==> src/rtl/hs_word_tx_if.sv <==
// Bundles the word-write side and the rq/ak link side of hs_word_tx.
// err only exists when HS_TIMEOUT_EN is defined.
interface hs_word_tx_if #(
  parameter int WIDTH = 8,
  parameter int DEPTH = 4
);
  localparam int CW = $clog2(DEPTH) + 1;

  logic             En;
  logic [WIDTH-1:0] Din;
  logic             Rd;
  logic [CW-1:0]    cnt;
  logic             rq;
  logic             ak;
  logic [WIDTH-1:0] Dout;
`ifdef HS_TIMEOUT_EN
  logic             err;

  modport master (input En, Din, ak, output Rd, cnt, rq, Dout, err);
  modport slave  (output En, Din, ak, input Rd, cnt, rq, Dout, err);
`else
  modport master (input En, Din, ak, output Rd, cnt, rq, Dout);
  modport slave  (output En, Din, ak, input Rd, cnt, rq, Dout);
`endif
endinterface

==> src/rtl/hs_word_tx.sv <==
// WIDTH-bit word FIFO feeding an rq/ak pulse-handshake sender; Dout holds each word for its transfer.
// Define HS_TIMEOUT_EN to add an ak wait limit (TIMEOUT cycles) with a sticky err flag.
module hs_word_tx #(
  parameter int WIDTH   = 8,
  parameter int DEPTH   = 4,
  parameter int TIMEOUT = 255
) (
  input logic          clk,
  input logic          rst,
  hs_word_tx_if.master bus
);
  localparam int AW = $clog2(DEPTH);
  localparam int CW = AW + 1;

  typedef enum logic [2:0] {IDLE, LOAD, REQ, WAIT_HI, WAIT_LO, DONE} state_t;

  state_t           state;
  state_t           stateNext;
  logic [WIDTH-1:0] mem [DEPTH];
  logic [AW-1:0]    wrPtr;
  logic [AW-1:0]    rdPtr;
  logic [CW-1:0]    count;
  logic [WIDTH-1:0] dout;
  logic             rq;
  logic             full;
  logic             wrEn;
  logic             popEn;
  logic             rqSet;
  logic             rqClr;

  // Ready comes straight from the registered count, so a pop frees space one cycle later.
  assign full  = (count == CW'(DEPTH));
  assign wrEn  = bus.En && !full;
  assign popEn = (state == LOAD);

  assign bus.Rd   = !full;
  assign bus.cnt  = count;
  assign bus.rq   = rq;
  assign bus.Dout = dout;

  always_ff @(posedge clk or posedge rst) begin
    if (rst) begin
      wrPtr <= '0;
      rdPtr <= '0;
      count <= '0;
    end else begin
      if (wrEn)
        wrPtr <= wrPtr + 1'b1;
      if (popEn)
        rdPtr <= rdPtr + 1'b1;
      case ({wrEn, popEn})
        2'b10:   count <= count + 1'b1;
        2'b01:   count <= count - 1'b1;
        default: count <= count;
      endcase
    end
  end

  always_ff @(posedge clk) begin
    if (wrEn)
      mem[wrPtr] <= bus.Din;
  end

`ifdef HS_TIMEOUT_EN
  localparam int TW = (TIMEOUT < 2) ? 1 : $clog2(TIMEOUT);

  logic [TW-1:0] tmr;
  logic          tmrExpired;
  logic          timeoutHit;
  logic          err;

  // The wait counter restarts on every state change, so it is zero on entry to either wait state.
  assign tmrExpired = (tmr == TW'(TIMEOUT - 1));
  assign bus.err    = err;

  always_ff @(posedge clk or posedge rst) begin
    if (rst)
      tmr <= '0;
    else if (stateNext != state)
      tmr <= '0;
    else if (state == WAIT_HI || state == WAIT_LO)
      tmr <= tmr + 1'b1;
  end

  always_ff @(posedge clk or posedge rst) begin
    if (rst)
      err <= 1'b0;
    else if (timeoutHit)
      err <= 1'b1;
  end
`endif

  always_ff @(posedge clk or posedge rst) begin
    if (rst)
      state <= IDLE;
    else
      state <= stateNext;
  end

  always_comb begin
    stateNext = state;
    rqSet     = 1'b0;
    rqClr     = 1'b0;
`ifdef HS_TIMEOUT_EN
    timeoutHit = 1'b0;
`endif
    unique case (state)
      IDLE: begin
        if (count != '0)
          stateNext = LOAD;
      end
      LOAD: begin
        stateNext = REQ;
      end
      REQ: begin
        rqSet     = 1'b1;
        stateNext = WAIT_HI;
      end
      WAIT_HI: begin
        if (bus.ak)
          stateNext = WAIT_LO;
`ifdef HS_TIMEOUT_EN
        else if (tmrExpired) begin
          stateNext  = IDLE;
          rqClr      = 1'b1;
          timeoutHit = 1'b1;
        end
`endif
      end
      WAIT_LO: begin
        if (!bus.ak)
          stateNext = DONE;
`ifdef HS_TIMEOUT_EN
        else if (tmrExpired) begin
          stateNext  = IDLE;
          rqClr      = 1'b1;
          timeoutHit = 1'b1;
        end
`endif
      end
      DONE: begin
        rqClr     = 1'b1;
        stateNext = IDLE;
      end
      default: begin
        stateNext = IDLE;
      end
    endcase
  end

  // Dout only moves when a word is popped, so it keeps the last word between transfers.
  always_ff @(posedge clk or posedge rst) begin
    if (rst) begin
      dout <= '0;
      rq   <= 1'b0;
    end else begin
      if (popEn)
        dout <= mem[rdPtr];
      if (rqSet)
        rq <= 1'b1;
      else if (rqClr)
        rq <= 1'b0;
    end
  end
endmodule

==> src/flat_wrapper.sv <==
// flat-port wrapper written by rule: the top's interface ports become plain ports
module hs_word_tx_flat 
#(
  parameter int WIDTH   = 8,
  parameter int DEPTH   = 4,
  parameter int TIMEOUT = 255
)
  (clk, rst, bus_En, bus_Din, bus_ak, bus_Rd, bus_cnt, bus_rq, bus_Dout);
  hs_word_tx_if #(.WIDTH(WIDTH), .DEPTH(DEPTH)) bus_i ();
  input logic clk;
  input logic rst;
  input wire logic [$bits(bus_i.En)-1:0] bus_En;
  input wire logic [$bits(bus_i.Din)-1:0] bus_Din;
  input wire logic [$bits(bus_i.ak)-1:0] bus_ak;
  output wire logic [$bits(bus_i.Rd)-1:0] bus_Rd;
  output wire logic [$bits(bus_i.cnt)-1:0] bus_cnt;
  output wire logic [$bits(bus_i.rq)-1:0] bus_rq;
  output wire logic [$bits(bus_i.Dout)-1:0] bus_Dout;
  assign bus_i.En = bus_En;
  assign bus_i.Din = bus_Din;
  assign bus_i.ak = bus_ak;
  assign bus_Rd = bus_i.Rd;
  assign bus_cnt = bus_i.cnt;
  assign bus_rq = bus_i.rq;
  assign bus_Dout = bus_i.Dout;
  hs_word_tx #(.WIDTH(WIDTH), .DEPTH(DEPTH), .TIMEOUT(TIMEOUT)) u_core (.clk(clk), .rst(rst), .bus(bus_i));
endmodule
==> config.mk <==
export PLATFORM = sky130hd
export DESIGN_NAME = hs_word_tx_flat
export DESIGN_NICKNAME = d
export VERILOG_FILES = /design/src/rtl/hs_word_tx_if.sv /design/src/rtl/hs_word_tx.sv /design/src/flat_wrapper.sv
export SDC_FILE = /design/constraint.sdc
export NUM_CORES = 1
export LEC_CHECK = 0
export CAP_MARGIN = 40
export CORE_MARGIN = 2
export CORE_UTILIZATION = 40
export CTS_CLUSTER_DIAMETER = 80
export CTS_CLUSTER_SIZE = 12
export DETAILED_ROUTE_END_ITERATION = 8
export PLACE_DENSITY = 0.58
export SLEW_MARGIN = 20
export SYNTH_ARGS = -nofsm -noshare
export SYNTH_HDL_FRONTEND = slang
export SYNTH_SLANG_ARGS = --single-unit
==> constraint.sdc <==
create_clock -name clk -period 3.35 [get_ports clk]
set_input_delay 0.67 -clock clk [delete_from_list [all_inputs] [get_ports clk]]
set_output_delay 0.67 -clock clk [all_outputs]
set_load 0.01 [all_outputs]
Word-level counts from Yosys, hierarchy flattened
Memories as Yosys holds them, arrays and structs flattened. A register that Yosys moved wholly into a read port is not among the register bits.
Cells that the tools add are included.
{ "word_totals": {"ff_bits": 11, "mem_bits_rw": 32, "inputBits": 12, "output_inout_bits": 13, "elab_cells": 39, "memories": 1} }
{ "mem_list": {"columns": ["memory", "depth", "word_bits", "rd", "rd_ports_with_merged_regs", "wr", "line", "text"], "rows": [
  ["u_core.mem", 4, 8, 1, 1, 1, "hs_word_tx.sv:19", "logic [WIDTH-1:0] mem [DEPTH];"]
]} }
{ "op_classes": {"addsub": 4, "n_eq_ne": 11, "muxes": 11, "n_reduce_logical": 7} }
{ "ops": {"columns": ["op", "n"], "rows": [
  ["3-bit one-hot mux with 5 select lines", 1],
  ["3-bit equality test, second input constant", 3],
  ["3-bit two-way mux", 3],
  ["3-bit by 2-bit equality test with 1-bit output, second input constant", 2],
  ["1-bit two-way mux", 6],
  ["3-bit one-hot mux with 2 select lines", 1],
  ["2-bit by 1-bit adder with 2-bit output, second input constant", 2],
  ["2-bit inequality test, second input constant", 2],
  ["2-bit nonzero test", 2],
  ["3-bit by 1-bit adder with 3-bit output, second input constant", 1],
  ["3-bit by 1-bit equality test with 1-bit output, second input constant", 1],
  ["3-bit zero test", 1],
  ["3-bit AND reduction", 1],
  ["3-bit nonzero test", 1],
  ["3-bit by 1-bit subtractor with 3-bit output, second input constant", 1],
  ["2-bit by 1-bit equality test with 1-bit output, second input constant", 1],
  ["2-bit equality test, second input constant", 1],
  ["2-bit by 1-bit inequality test with 1-bit output, second input constant", 1],
  ["1-bit logical AND", 1],
  ["1-bit zero test", 1]
]} }

Depth between registers and ports, before layout
Gate-level depths: netlist of run 1.
{ "logic_depth": {"word_depth": 5, "depth_mapped": 8, "mapped_depth_nobuf": 8} }

Least setup slack after synthesis of run 1
No wires, ideal clock.
{ "synth_timing": {"path_kind": "reg2reg", "start": "register u_core.count[0], in the netlist u_core.bus.cnt[0]", "end": "register u_core.count[1], in the netlist u_core.bus.cnt[1]", "setup_time_ns": 0.125, "arrival_time_ns": 2.054, "required_ns": 3.225, "slack_ns": 1.172, "stages_incl_launch_ff": 7, "path_buffers": 0, "synth_period_minus_slack_ns": 2.178, "path_cell_list": "dfrtp_1 -> or3b_1 -> and2_1 -> inv_1 -> ha_1 -> fa_1 -> mux2_2"} }
{ "synth_via": {"elab_chain_len": 5, "word_cells_on_any_way": 9, "cone_classes": "add/sub: 2; eq/ne: 3; mux: 1; reduce/logical: 3"} }
{ "synth_rtl": {"columns": ["item", "line", "text"], "rows": [
  ["start: declaration", "hs_word_tx.sv:22", "logic [CW-1:0] count;"],
  ["start signal: assignment", "hs_word_tx.sv:52", "2'b10: count <= count + 1'b1;"],
  ["start signal: assignment", "hs_word_tx.sv:53", "2'b01: count <= count - 1'b1;"],
  ["start signal: assignment", "hs_word_tx.sv:54", "default: count <= count;"],
  ["3-bit equality test (*)", "hs_word_tx.sv:32", "assign full = (count == CW'(DEPTH));"],
  ["1-bit zero test (*)", null, null],
  ["named net bus_Rd", "flat_wrapper.sv:15", "output wire logic [$bits(bus_i.Rd)-1:0] bus_Rd;"],
  ["1-bit logical AND (*)", "hs_word_tx.sv:33", "assign wrEn = bus.En && !full;"],
  ["2-bit by 1-bit equality test with 1-bit output / 2-bit equality test (equally long branches)", "hs_word_tx.sv:51", "case ({wrEn, popEn})"],
  ["3-bit one-hot mux with 2 select lines / 2-bit nonzero test (equally long branches)", null, null]
]} }
Mark *: on every way through the listed nets, which the timed path passes. The rest lies on a longest branch.
A chain may end at the register's enable or synchronous reset.

Worst setup path in the final report of run 1
{ "layout_timing": {"start": "register u_core.count[0], in the netlist u_core.bus.cnt[0]", "end": "output bus_Rd"} }
{ "layout_via": {"elab_chain_len": 2} }
{ "layout_rtl": {"columns": ["item", "line", "text"], "rows": [
  ["3-bit equality test", "hs_word_tx.sv:32", null],
  ["1-bit zero test", "hs_word_tx.sv:36", "assign bus.Rd = !full;"],
  ["end: declaration", "flat_wrapper.sv:15", null]
]} }
Every way passes these cells.

==> load_flow_metrics.sql, run 1 <==
INSERT INTO impl_metrics (metric_group, metric, value, unit) VALUES
('run_status', 'run_status', 'complete, no violations', ''),
('drt', 'route.antenna.remaining_nets', '0', ''),
('synth', 'netlist-cell-type-count', '27', ''),
('cts', 'clock_tree.buffer_depth', '2', ''),
('timing', 'report.final.hold_viol_count', '0', ''),
('synth', 'postSynth.topFlopCell', 'sky130_fd_sc_hd__edfxtp_1', ''),
('critical_path', 'beginning_of_the_critical_path', 'u_core.bus.cnt[0]', ''),
('cts', 'level_count_of_the_clock_h_tree', '2', ''),
('global_route', 'gr-usage-all-layers', '13.18', '%'),
('synth', 'postSynthRegisterBits', '51', ''),
('timing', 'max_slew.worst_pin.slew', '0.5951', 'ns'),
('die', 'die_height', '76.73', 'µm'),
('timing', 'final.min_clock_period', '2.409', 'ns'),
('drt', 'drt-total-wl', '3581', 'µm'),
('cells_and_area', 'multiInputGateArea', '615.6', 'µm²'),
('global_route', 'grt_remaining_overflow', '0', ''),
('cells_and_area', 'seq_area', '1436', 'µm²'),
('critical_path', 'crit_fanout', '6', ''),
('cts', 'clk_transition_reported_paths', '0.09', 'ns'),
('place', 'detail_placement_hpwl', '2421', 'µm'),
('timing', 'unrepaired_setup_endpoints_after_global_routing', 'no', ''),
('timing', 'fmax', '0.4152', 'GHz'),
('die', 'ios', '25', ''),
('cells_and_area', 'final_layout_size_suffix_gt1_share', '13.58', '%'),
('cts', 'clockRootBuffer', 'sky130_fd_sc_hd__clkbuf_8', ''),
('synth', 'syn-cell-area', '2116', 'µm²'),
('timing', 'slew_headroom', '60.33', '%'),
('cells_and_area', 'mostFrequentLayoutCells', 'sky130_fd_sc_hd__edfxtp_1 (32), sky130_fd_sc_hd__clkdlybuf4s50_1 (24), sky130_fd_sc_hd__dfrtp_1 (19)', ''),
('global_route', 'grt_pass1_wl', '5720', 'µm'),
('cells_and_area', 'mostFrequentLayoutCell', 'sky130_fd_sc_hd__edfxtp_1', ''),
('global_route', 'use_met2', '21.58', '%'),
('synth', 'netlist.area_leader.share', '45.42', '%'),
('synth', 'syn_nets', '150', ''),
('job', 'maxCapViolCount', '0', ''),
('place', 'place.port_buffers', '24', ''),
('die', 'die_width', '76.73', 'µm'),
('timing', 'final.period_utilization', '71.90', '%'),
('power', 'vdd_drop_max', '0.3805', 'mV'),
('cells_and_area', 'final_cell_area', '2559', 'µm²'),
('power', 'p_leak', '1.003', 'nW'),
('timing', 'worst_clock_skew', '0.01143', 'ns'),
('drt', 'drt-vias-per-instance', '4.810', ''),
('cells_and_area', 'antenna_cells', '0', ''),
('critical_path', 'worstPathRequired', '2.68', 'ns'),
('drt', 'route.vias.total', '1116', ''),
('synth', 'netlist_instances', '132', ''),
('global_route', 'global_routing_usage_on_met3', '4.000', '%'),
('drt', 'drc_errors', '0', ''),
('place', 'finalWeightedCongestion', '0.7107', ''),
('synth', 'synth_area_leader_cell', 'sky130_fd_sc_hd__edfxtp_1', ''),
('synth', 'ys_top_cells_by_area', 'sky130_fd_sc_hd__edfxtp_1 (45%), sky130_fd_sc_hd__dfrtp_1 (22%), sky130_fd_sc_hd__mux2i_1 (7.6%)', ''),
('cts', 'postCtsSetupRepairBufs', '0', ''),
('global_route', 'first_global_vias', '1136', ''),
('cells_and_area', 'nFillCells', '446', ''),
('global_route', 'antenna_violations_before_repair', '0', ''),
('cts', 'clkSinkCount', '51', ''),
('critical_path', 'r2r_start', 'u_core.state[0]', ''),
('min_path', 'holdCritStartpoint', 'u_core.bus.Dout[6]', ''),
('cts', 'cts_buffers', '5', ''),
('die', 'fp.dieArea', '5887', 'µm²'),
('drt', 'firstDrtPassIters', '4', ''),
('critical_path', 'crit_path_start_kind', 'register', ''),
('synth', 'seq_area_frac_synth', '67.89', '%'),
('global_route', 'grt_max_degree', '20', ''),
('cells_and_area', 'syn2layout_area_growth', '20.93', '%'),
('die', 'initial_core_util', '41.43', '%'),
('drt', 'drt_iter0_drc', '91', ''),
('critical_path', 'end_kind', 'output pin', ''),
('cts', 'cts_tree', 'yes', ''),
('cts', 'clock_latency', '0.30', 'ns'),
('synth', 'count_of_flip_flops_with_a_built_in_enable_after_synthesis', '32', '');
[worst max-delay path, stage by stage, from the launching register on]
cell                              delay, ns
sky130_fd_sc_hd__dfrtp_1               0.46
sky130_fd_sc_hd__or3b_1                0.48
sky130_fd_sc_hd__clkdlybuf4s50_1       0.51
[cell families (layout without fill, tap and decap cells)]
| family | after synthesis | in the layout | share of synthesized area, % |
|---|---|---|---|
| DFF | 51 | 51 | 67.89 |
| and+or+nand+nor | 31 | 31 | 7.628 |
| muxes | 18 | 18 | 8.634 |
| AOI/OAI and AO/OA | 12 | 12 | 6.860 |
| buffers and inverters | 9 | 39 | 3.016 |
| adders and majority gates | 6 | 6 | 3.903 |
| xor gates and xnor gates | 5 | 5 | 2.070 |
[cell usage after synthesis, types with 2 or more instances]
| cell type | number |
|---|---|
| sky130_fd_sc_hd__dfrtp_1 | 19 |
| sky130_fd_sc_hd__nor2_1 | 6 |
| sky130_fd_sc_hd__xnor2_1 | 4 |
| sky130_fd_sc_hd__and2_1 | 2 |
| sky130_fd_sc_hd__inv_1 | 4 |
| sky130_fd_sc_hd__buf_2 | 2 |
| sky130_fd_sc_hd__o221ai_2 | 8 |
| sky130_fd_sc_hd__nand2_1 | 13 |
| sky130_fd_sc_hd__or3b_1 | 2 |
| sky130_fd_sc_hd__ha_1 | 5 |
| sky130_fd_sc_hd__and3_1 | 4 |
| sky130_fd_sc_hd__mux2i_1 | 16 |
| sky130_fd_sc_hd__buf_6 | 2 |
| sky130_fd_sc_hd__edfxtp_1 | 32 |
[area by class of cell]
type,instances,area share [%]
inverters,5,1.222
multi-input cells,72,24.06
repair buffers,26,10.56
clock buffers,6,3.227
flip-flops and latches,51,56.14
well taps,70,3.423
clock inverters,2,1.369
[per-layer routing]
layer | wire (µm) | part of all wire (%)
met1 | 1650 | 46
met2 | 1811 | 51
met3 | 104 | 2.9
met4 | 15 | 0.42
met5 | 0 | 0
[per-stage QoR]
step	worst slack, ns	std cells	utilization (%)	total power [mW]	hold WS, ns
after floorplan	1.172	132	-	1.600	0.5116
after global placement	0.8525	222	47.21	1.845	0.4738
after detailed placement	0.7184	223	47.50	1.902	0.4822
after CTS	0.9182	231	49.80	2.341	0.5034
after global routing	0.8496	232	50.10	2.455	0.5350
final	0.9414	232	50.10	2.303	0.5002
[flip-flops by register name, summed over array words and instances (netlist names)]
name	count
u_core.wrPtr	2
u_core.bus.rq	1
u_core.bus.cnt	3
u_core.bus.Dout	8
u_core.state	3
u_core.mem	32
u_core.rdPtr	2
[report_power, final]
| group | total [mW] | leakage, nW | switching [mW] | internal [mW] |
|---|---|---|---|---|
| Combinational | 0.848 | 0.419 | 0.418 | 0.430 |
| Sequential | 1.02 | 0.522 | 0.145 | 0.877 |
| Clock | 0.433 | 0.0612 | 0.191 | 0.242 |
[path summary, 6_finish.rpt]
kind,to,slack (ns),cells past startpoint
max in group asynchronous,u_core.bus.Dout[1],2.41,3
min,u_core.bus.Dout[6],0.50,2
max,bus_Rd,0.94,2
max reg2reg,u_core.bus.cnt[2],1.07,7
min reg2reg,u_core.bus.Dout[6],0.50,2
min in group asynchronous,u_core.bus.Dout[4],0.56,2
Power figures use the tool's default switching activity.
==> run 2, diff against run 1 <==
Settings changed: PLACE_DENSITY 0.58 to 0.61.
Clock period 3.35 ns to 2.01 ns, I/O delays scaled along.
==> load_flow_metrics.sql, run 2 (same netlist as run 1, synthesis figures left out) <==
INSERT INTO impl_metrics (metric_group, metric, value, unit) VALUES
('die', 'ios', '25', ''),
('die', 'die_height', '76.73', 'µm'),
('cts', 'cts_hold_repair.buffers', '0', ''),
('cells_and_area', 'largest_reg_flops', '32', ''),
('cells_and_area', 'mostFrequentLayoutCells', 'sky130_fd_sc_hd__edfxtp_1 (32), sky130_fd_sc_hd__clkdlybuf4s50_1 (23), sky130_fd_sc_hd__buf_4 (17), sky130_fd_sc_hd__dfrtp_1 (17), sky130_fd_sc_hd__mux2i_1 (16)', ''),
('cells_and_area', 'nFillCells', '449', ''),
('timing', 'final.min_clock_period', '1.940', 'ns'),
('global_route', 'grt_pass1_wl', '6037', 'µm'),
('timing', 'finalMaxSlewViolations', '0', ''),
('cts', 'clockRootBuffer', 'sky130_fd_sc_hd__clkbuf_8', ''),
('critical_path', 'worstPathRequired', '2.19', 'ns'),
('timing', 'timing.hold.ws', '0.4312', 'ns'),
('power', 'cell_internal_pwr', '2.724', 'mW'),
('drt', 'route.vias.total', '1184', ''),
('timing', 'max_slew.worst_pin.slew', '0.2893', 'ns'),
('power', 'power_per_cell_area', '1504', 'nW/µm²'),
('drt', 'route.antenna.remaining_nets', '0', ''),
('critical_path', 'crit_path_start_kind', 'register', ''),
('drt', 'drt_iter0_drc', '36', ''),
('timing', 'slew_headroom', '80.72', '%'),
('die', 'die_width', '76.73', 'µm'),
('power', 'vdd_drop_max', '0.5809', 'mV'),
('global_route', 'antenna_violations_before_repair', '0', ''),
('cts', 'clk_transition_reported_paths', '0.08', 'ns'),
('cells_and_area', 'final_std_cells_w_o_fill', '247', ''),
('power', 'p_leak', '1.066', 'nW'),
('drt', 'drt-vias-per-instance', '4.794', ''),
('cells_and_area', 'top_register', 'u_core.mem', ''),
('cells_and_area', 'mostFrequentLayoutCell', 'sky130_fd_sc_hd__edfxtp_1', ''),
('drt', 'wl_per_cell', '15.00', 'µm'),
('power', 'combPwrFrac', '43.2', '%'),
('drt', 'firstDrtPassIters', '3', ''),
('timing', 'report.final.hold_viol_count', '0', ''),
('global_route', 'first_global_vias', '1248', ''),
('run_status', 'run_status', 'complete, no violations', ''),
('die', 'fp.dieArea', '5887', 'µm²'),
('die', 'initial_core_util', '41.43', '%'),
('cells_and_area', 'nets', '194', ''),
('global_route', 'gr-usage-all-layers', '13.76', '%'),
('drt', 'drt-total-wl', '3706', 'µm'),
('cts', 'level_count_of_the_clock_h_tree', '2', ''),
('cells_and_area', 'final_cell_area', '2668', 'µm²'),
('min_path', 'min_path_type', 'in -> async', ''),
('global_route', 'grt_remaining_overflow', '0', ''),
('cells_and_area', 'post_layout_util', '52.23', '%'),
('cells_and_area', 'final_layout_size_suffix_gt1_share', '23.16', '%'),
('cts', 'clock_latency', '0.29', 'ns'),
('critical_path', 'critPathArrivalTime', '2.12', 'ns'),
('place', 'detail_placement_hpwl', '2549', 'µm'),
('die', 'placementRows', '26', ''),
('critical_path', 'crit_fanout', '4', ''),
('power', 'power.share.switching', '32.08', '%'),
('cts', 'cts_tree', 'yes', ''),
('critical_path', 'end_kind', 'register', ''),
('timing', 'worst_clock_skew', '0.003744', 'ns'),
('timing', 'final.period_utilization', '96.49', '%'),
('cts', 'clkSinkCount', '51', ''),
('job', 'maxCapViolCount', '0', ''),
('cts', 'cts_buffers', '5', ''),
('cells_and_area', 'syn2layout_area_growth', '26.08', '%'),
('cells_and_area', 'antenna_cells', '0', ''),
('power', 'share_seq_of_total_power', '40.0', '%'),
('power', 'power.switching', '1.287', 'mW'),
('timing', 'final-setup-viol-count', '0', ''),
('power', 'share_clk_of_total_power', '16.8', '%'),
('timing', 'fmax', '0.5156', 'GHz'),
('global_route', 'grt_max_degree', '20', ''),
('place', 'place.port_buffers', '24', ''),
('cts', 'clock_tree.buffer_depth', '2', ''),
('place', 'placed_area', '2555', 'µm²'),
('place', 'placed_cells_incl_taps', '238', ''),
('timing', 'unrepaired_setup_endpoints_after_global_routing', 'no', ''),
('place', 'finalWeightedCongestion', '0.6835', ''),
('power', 'finalPower', '4.011', 'mW'),
('die', 'area_of_the_core', '5107', 'µm²'),
('drt', 'drc_errors', '0', ''),
('critical_path', 'criticalPathCategory', 'reg -> reg', '');
run 2: cell types whose count changed in the layout (fill, tap and decap cells not counted), sizes merged:
cell and change:
clkbuf +1, dlygate4sd2 +1, clkdlybuf4s50 -1, buf +15
clkinv -1
run 2: critical path: stages (launching register included):
cell and delay, ns:
sky130_fd_sc_hd__dfrtp_2 0.41, sky130_fd_sc_hd__or3b_4 0.41, sky130_fd_sc_hd__and2_4 0.15, sky130_fd_sc_hd__inv_2 0.06, sky130_fd_sc_hd__ha_4 0.13, sky130_fd_sc_hd__fa_1 0.40, sky130_fd_sc_hd__mux2_4 0.27
run 2: worst paths after layout:
path / start / endpoint / slack (ns) / cells past startpoint
max: u_core.bus.cnt[0] / u_core.bus.cnt[1] / 0.07 / 6
min: rst / u_core.rdPtr[1] / 0.43 / 3
max reg2reg: u_core.bus.cnt[0] / u_core.bus.cnt[1] / 0.07 / 6
min reg2reg: u_core.bus.Dout[4] / u_core.bus.Dout[4] / 0.50 / 2
max in group asynchronous: rst / u_core.bus.cnt[1] / 1.35 / 3
min in group clk: u_core.bus.Dout[4] / u_core.bus.Dout[4] / 0.50 / 2
run 2: metal layers:
layer,vias up,global-route usage [%],part of all wire [%]
met4,0,4.909,0.62
met2,16,25.18,58
met3,2,4.000,2.6
met5,-,0,0
met1,594,15.08,39
li1,572,-,-
run 2: timing repair:
action | CTS | global route
buffers inserted | 0 | 1
gates resized for setup | 1 | 0
pin swaps | 0 | 1
setup endpoints to repair | 1 | 1
run 2: power groups by stage:
stage | registers, mW | clock network (mW) | logic, mW
floorplan | 1.70 | 0 | 1.03
global placement | 1.61 | 0 | 1.69
detailed placement | 1.63 | 0 | 1.76
CTS | 1.61 | 0.705 | 1.76
global route | 1.64 | 0.753 | 1.90
finish | 1.60 | 0.676 | 1.73
run 2: final cells by class:
type                    count  area [µm²]  area share [%]
flip-flops and latches     51        1439           53.94
inverters                   5       31.28           1.173
repair buffers             41       366.6           13.74
clock inverters             1       30.03           1.126
multi-input cells          72       636.9           23.87
clock buffers               7       76.32           2.861
well taps                  70       87.58           3.283
run 2: metrics by stage:
step           setup slack (ns)  setup TNS, ns
6_report                0.07049              0
5_1_grt                 0.01179              0
4_1_cts                 0.05128              0
3_5_place_dp            -0.1013        -0.1530
3_3_place_gp           -0.05657       -0.07865
2_1_floorplan          0.003247              0
==> run 3, diff against run 2 <==
Settings changed: CORE_UTILIZATION 40 to 50, PLACE_DENSITY 0.61 to 0.71.
Clock period 2.01 ns to 2.1 ns, I/O delays scaled along.
==> load_flow_metrics.sql, run 3 (same netlist as run 1, synthesis figures left out) <==
INSERT INTO impl_metrics (metric_group, metric, value, unit) VALUES
('timing', 'final.min_clock_period', '2.027', 'ns'),
('cells_and_area', 'post_layout_util', '64.57', '%'),
('die', 'placementRows', '23', ''),
('cells_and_area', 'final_layout_size_suffix_gt1_share', '21.71', '%'),
('place', 'detail_placement_hpwl', '2480', 'µm'),
('drt', 'wl_per_cell', '15.80', 'µm'),
('global_route', 'grt_max_degree', '16', ''),
('global_route', 'first_global_vias', '1276', ''),
('critical_path', 'r2r_start', 'u_core.state[1]', ''),
('critical_path', 'criticalPathCategory', 'reg -> reg', ''),
('cells_and_area', 'nFillCells', '309', ''),
('timing', 'final-setup-viol-count', '0', ''),
('global_route', 'gr-usage-all-layers', '16.61', '%'),
('critical_path', 'beginning_of_the_critical_path', 'u_core.state[1]', ''),
('cells_and_area', 'final_cell_area', '2601', 'µm²'),
('cts', 'clk_transition_reported_paths', '0.09', 'ns'),
('cts', 'cts_buffers', '5', ''),
('cells_and_area', 'multiInputGateArea', '620.6', 'µm²'),
('timing', 'finalMaxSlewViolations', '0', ''),
('drt', 'drt_iter0_drc', '45', ''),
('cts', 'clkSinkCount', '51', ''),
('cells_and_area', 'largest_reg_flops', '32', ''),
('place', 'placed_area', '2504', 'µm²'),
('cells_and_area', 'final_std_cells_w_o_fill', '225', ''),
('drt', 'drt-total-wl', '3554', 'µm'),
('drt', 'route.antenna.remaining_nets', '0', ''),
('run_status', 'run_status', 'complete, no violations', ''),
('cells_and_area', 'top_register', 'u_core.mem', ''),
('die', 'initial_core_util', '52.52', '%'),
('global_route', 'grt_pass1_wl', '6134', 'µm'),
('place', 'placed_cells_incl_taps', '217', ''),
('timing', 'report.final.hold_viol_count', '0', ''),
('place', 'place.port_buffers', '24', ''),
('drt', 'drc_errors', '0', ''),
('critical_path', 'crit_path_start_kind', 'register', ''),
('timing', 'totalNegativeSetupSlack', '0', 'ns'),
('timing', 'slew_headroom', '75.68', '%'),
('cells_and_area', 'mostFrequentLayoutCells', 'sky130_fd_sc_hd__edfxtp_1 (32), sky130_fd_sc_hd__clkdlybuf4s50_1 (24), sky130_fd_sc_hd__dfrtp_1 (17)', ''),
('min_path', 'min_path_type', 'in -> async', ''),
('drt', 'route.vias.total', '1195', ''),
('cells_and_area', 'nets', '192', ''),
('cells_and_area', 'antenna_cells', '0', ''),
('timing', 'unrepaired_setup_endpoints_after_global_routing', 'no', ''),
('power', 'vdd_drop_max', '0.6760', 'mV'),
('cts', 'level_count_of_the_clock_h_tree', '2', ''),
('die', 'die_width', '69.05', 'µm'),
('global_route', 'antenna_violations_before_repair', '0', ''),
('timing', 'worst_clock_skew', '0.01475', 'ns'),
('critical_path', 'critPathArrivalTime', '2.20', 'ns'),
('timing', 'fmax', '0.4933', 'GHz'),
('cells_and_area', 'mostFrequentLayoutCell', 'sky130_fd_sc_hd__edfxtp_1', ''),
('critical_path', 'crit_fanout', '5', ''),
('cts', 'clockRootBuffer', 'sky130_fd_sc_hd__clkbuf_8', ''),
('drt', 'firstDrtPassIters', '4', ''),
('cts', 'clock_latency', '0.30', 'ns'),
('die', 'die_height', '69.05', 'µm'),
('global_route', 'grt_remaining_overflow', '0', ''),
('job', 'maxCapViolCount', '0', ''),
('power', 'power_per_cell_area', '1419', 'nW/µm²'),
('die', 'fp.dieArea', '4768', 'µm²'),
('critical_path', 'end_kind', 'register', ''),
('critical_path', 'worstPathRequired', '2.27', 'ns'),
('cts', 'clock_tree.buffer_depth', '2', ''),
('die', 'area_of_the_core', '4029', 'µm²'),
('place', 'finalWeightedCongestion', '0.8482', ''),
('power', 'p_leak', '1.047', 'nW'),
('timing', 'max_slew.worst_pin.slew', '0.3648', 'ns'),
('cts', 'cts_tree', 'yes', ''),
('die', 'ios', '25', ''),
('cells_and_area', 'syn2layout_area_growth', '22.94', '%'),
('cells_and_area', 'seq_area', '1439', 'µm²'),
('drt', 'drt-vias-per-instance', '5.311', ''),
('timing', 'final.period_utilization', '96.54', '%');
## run 3: what timing repair did
| action | CTS | global route |
|---|---|---|
| setup endpoints to repair | 0 | 1 |
| setup buffers | 0 | 0 |
| gates resized for setup | 0 | 1 |
| hold buffers | 0 | 0 |
## run 3: worst paths after layout
path                                      endpoint  slack, ns  cells after the start
worst max register to register   u_core.bus.cnt[1]       0.07                      5
worst min register to register  u_core.bus.Dout[4]       0.51                      2
worst min-delay path               u_core.wrPtr[1]       0.38                      2
worst max-delay path             u_core.bus.cnt[1]       0.07                      5
max in group asynchronous          u_core.state[0]       1.22                      3
min in group clk                u_core.bus.Dout[4]       0.51                      2
## run 3: stage by stage
stage          hold WS, ns  total power [mW]  setup slack, ns
6_report            0.3848             3.691          0.07266
5_1_grt             0.4105             3.969        0.0001099
4_1_cts             0.3818             3.739          0.04929
3_5_place_dp        0.4831             3.174          -0.1035
3_3_place_gp        0.4783             3.093         -0.02006
2_1_floorplan       0.3710             2.565         0.002938
## run 3: area by class of cell
class	instances	share of cell area [%]
clock buffers	7	3.319
multi-input cells	72	23.86
repair buffers	39	13.56
inverters	5	1.203
flip-flops and latches	51	55.32
well taps	50	2.405
clock inverters	1	0.3367
## run 3: metal layers
metal | wire, µm | up-vias | GRT usage (%)
li1 | - | 566 | -
met1 | 1403 | 591 | 20.42
met2 | 1921 | 31 | 27.88
met3 | 142 | 7 | 4.240
met4 | 87 | 0 | 6.972
met5 | 0 | - | 0
## run 3: report_power, final
part	internal (mW)	switching [mW]	leakage, nW	total [mW]
registers	1.40	0.182	0.520	1.58
logic	0.801	0.749	0.478	1.55
clock network	0.270	0.289	0.0484	0.559
total	2.47	1.22	1.05	3.69
## run 3: critical path: stages (launching register included)
cell and delay (ns):
sky130_fd_sc_hd__dfrtp_1 0.44, sky130_fd_sc_hd__or3b_1 0.51, sky130_fd_sc_hd__clkinv_8 0.10, sky130_fd_sc_hd__ha_2 0.18, sky130_fd_sc_hd__fa_1 0.40, sky130_fd_sc_hd__mux2_2 0.27
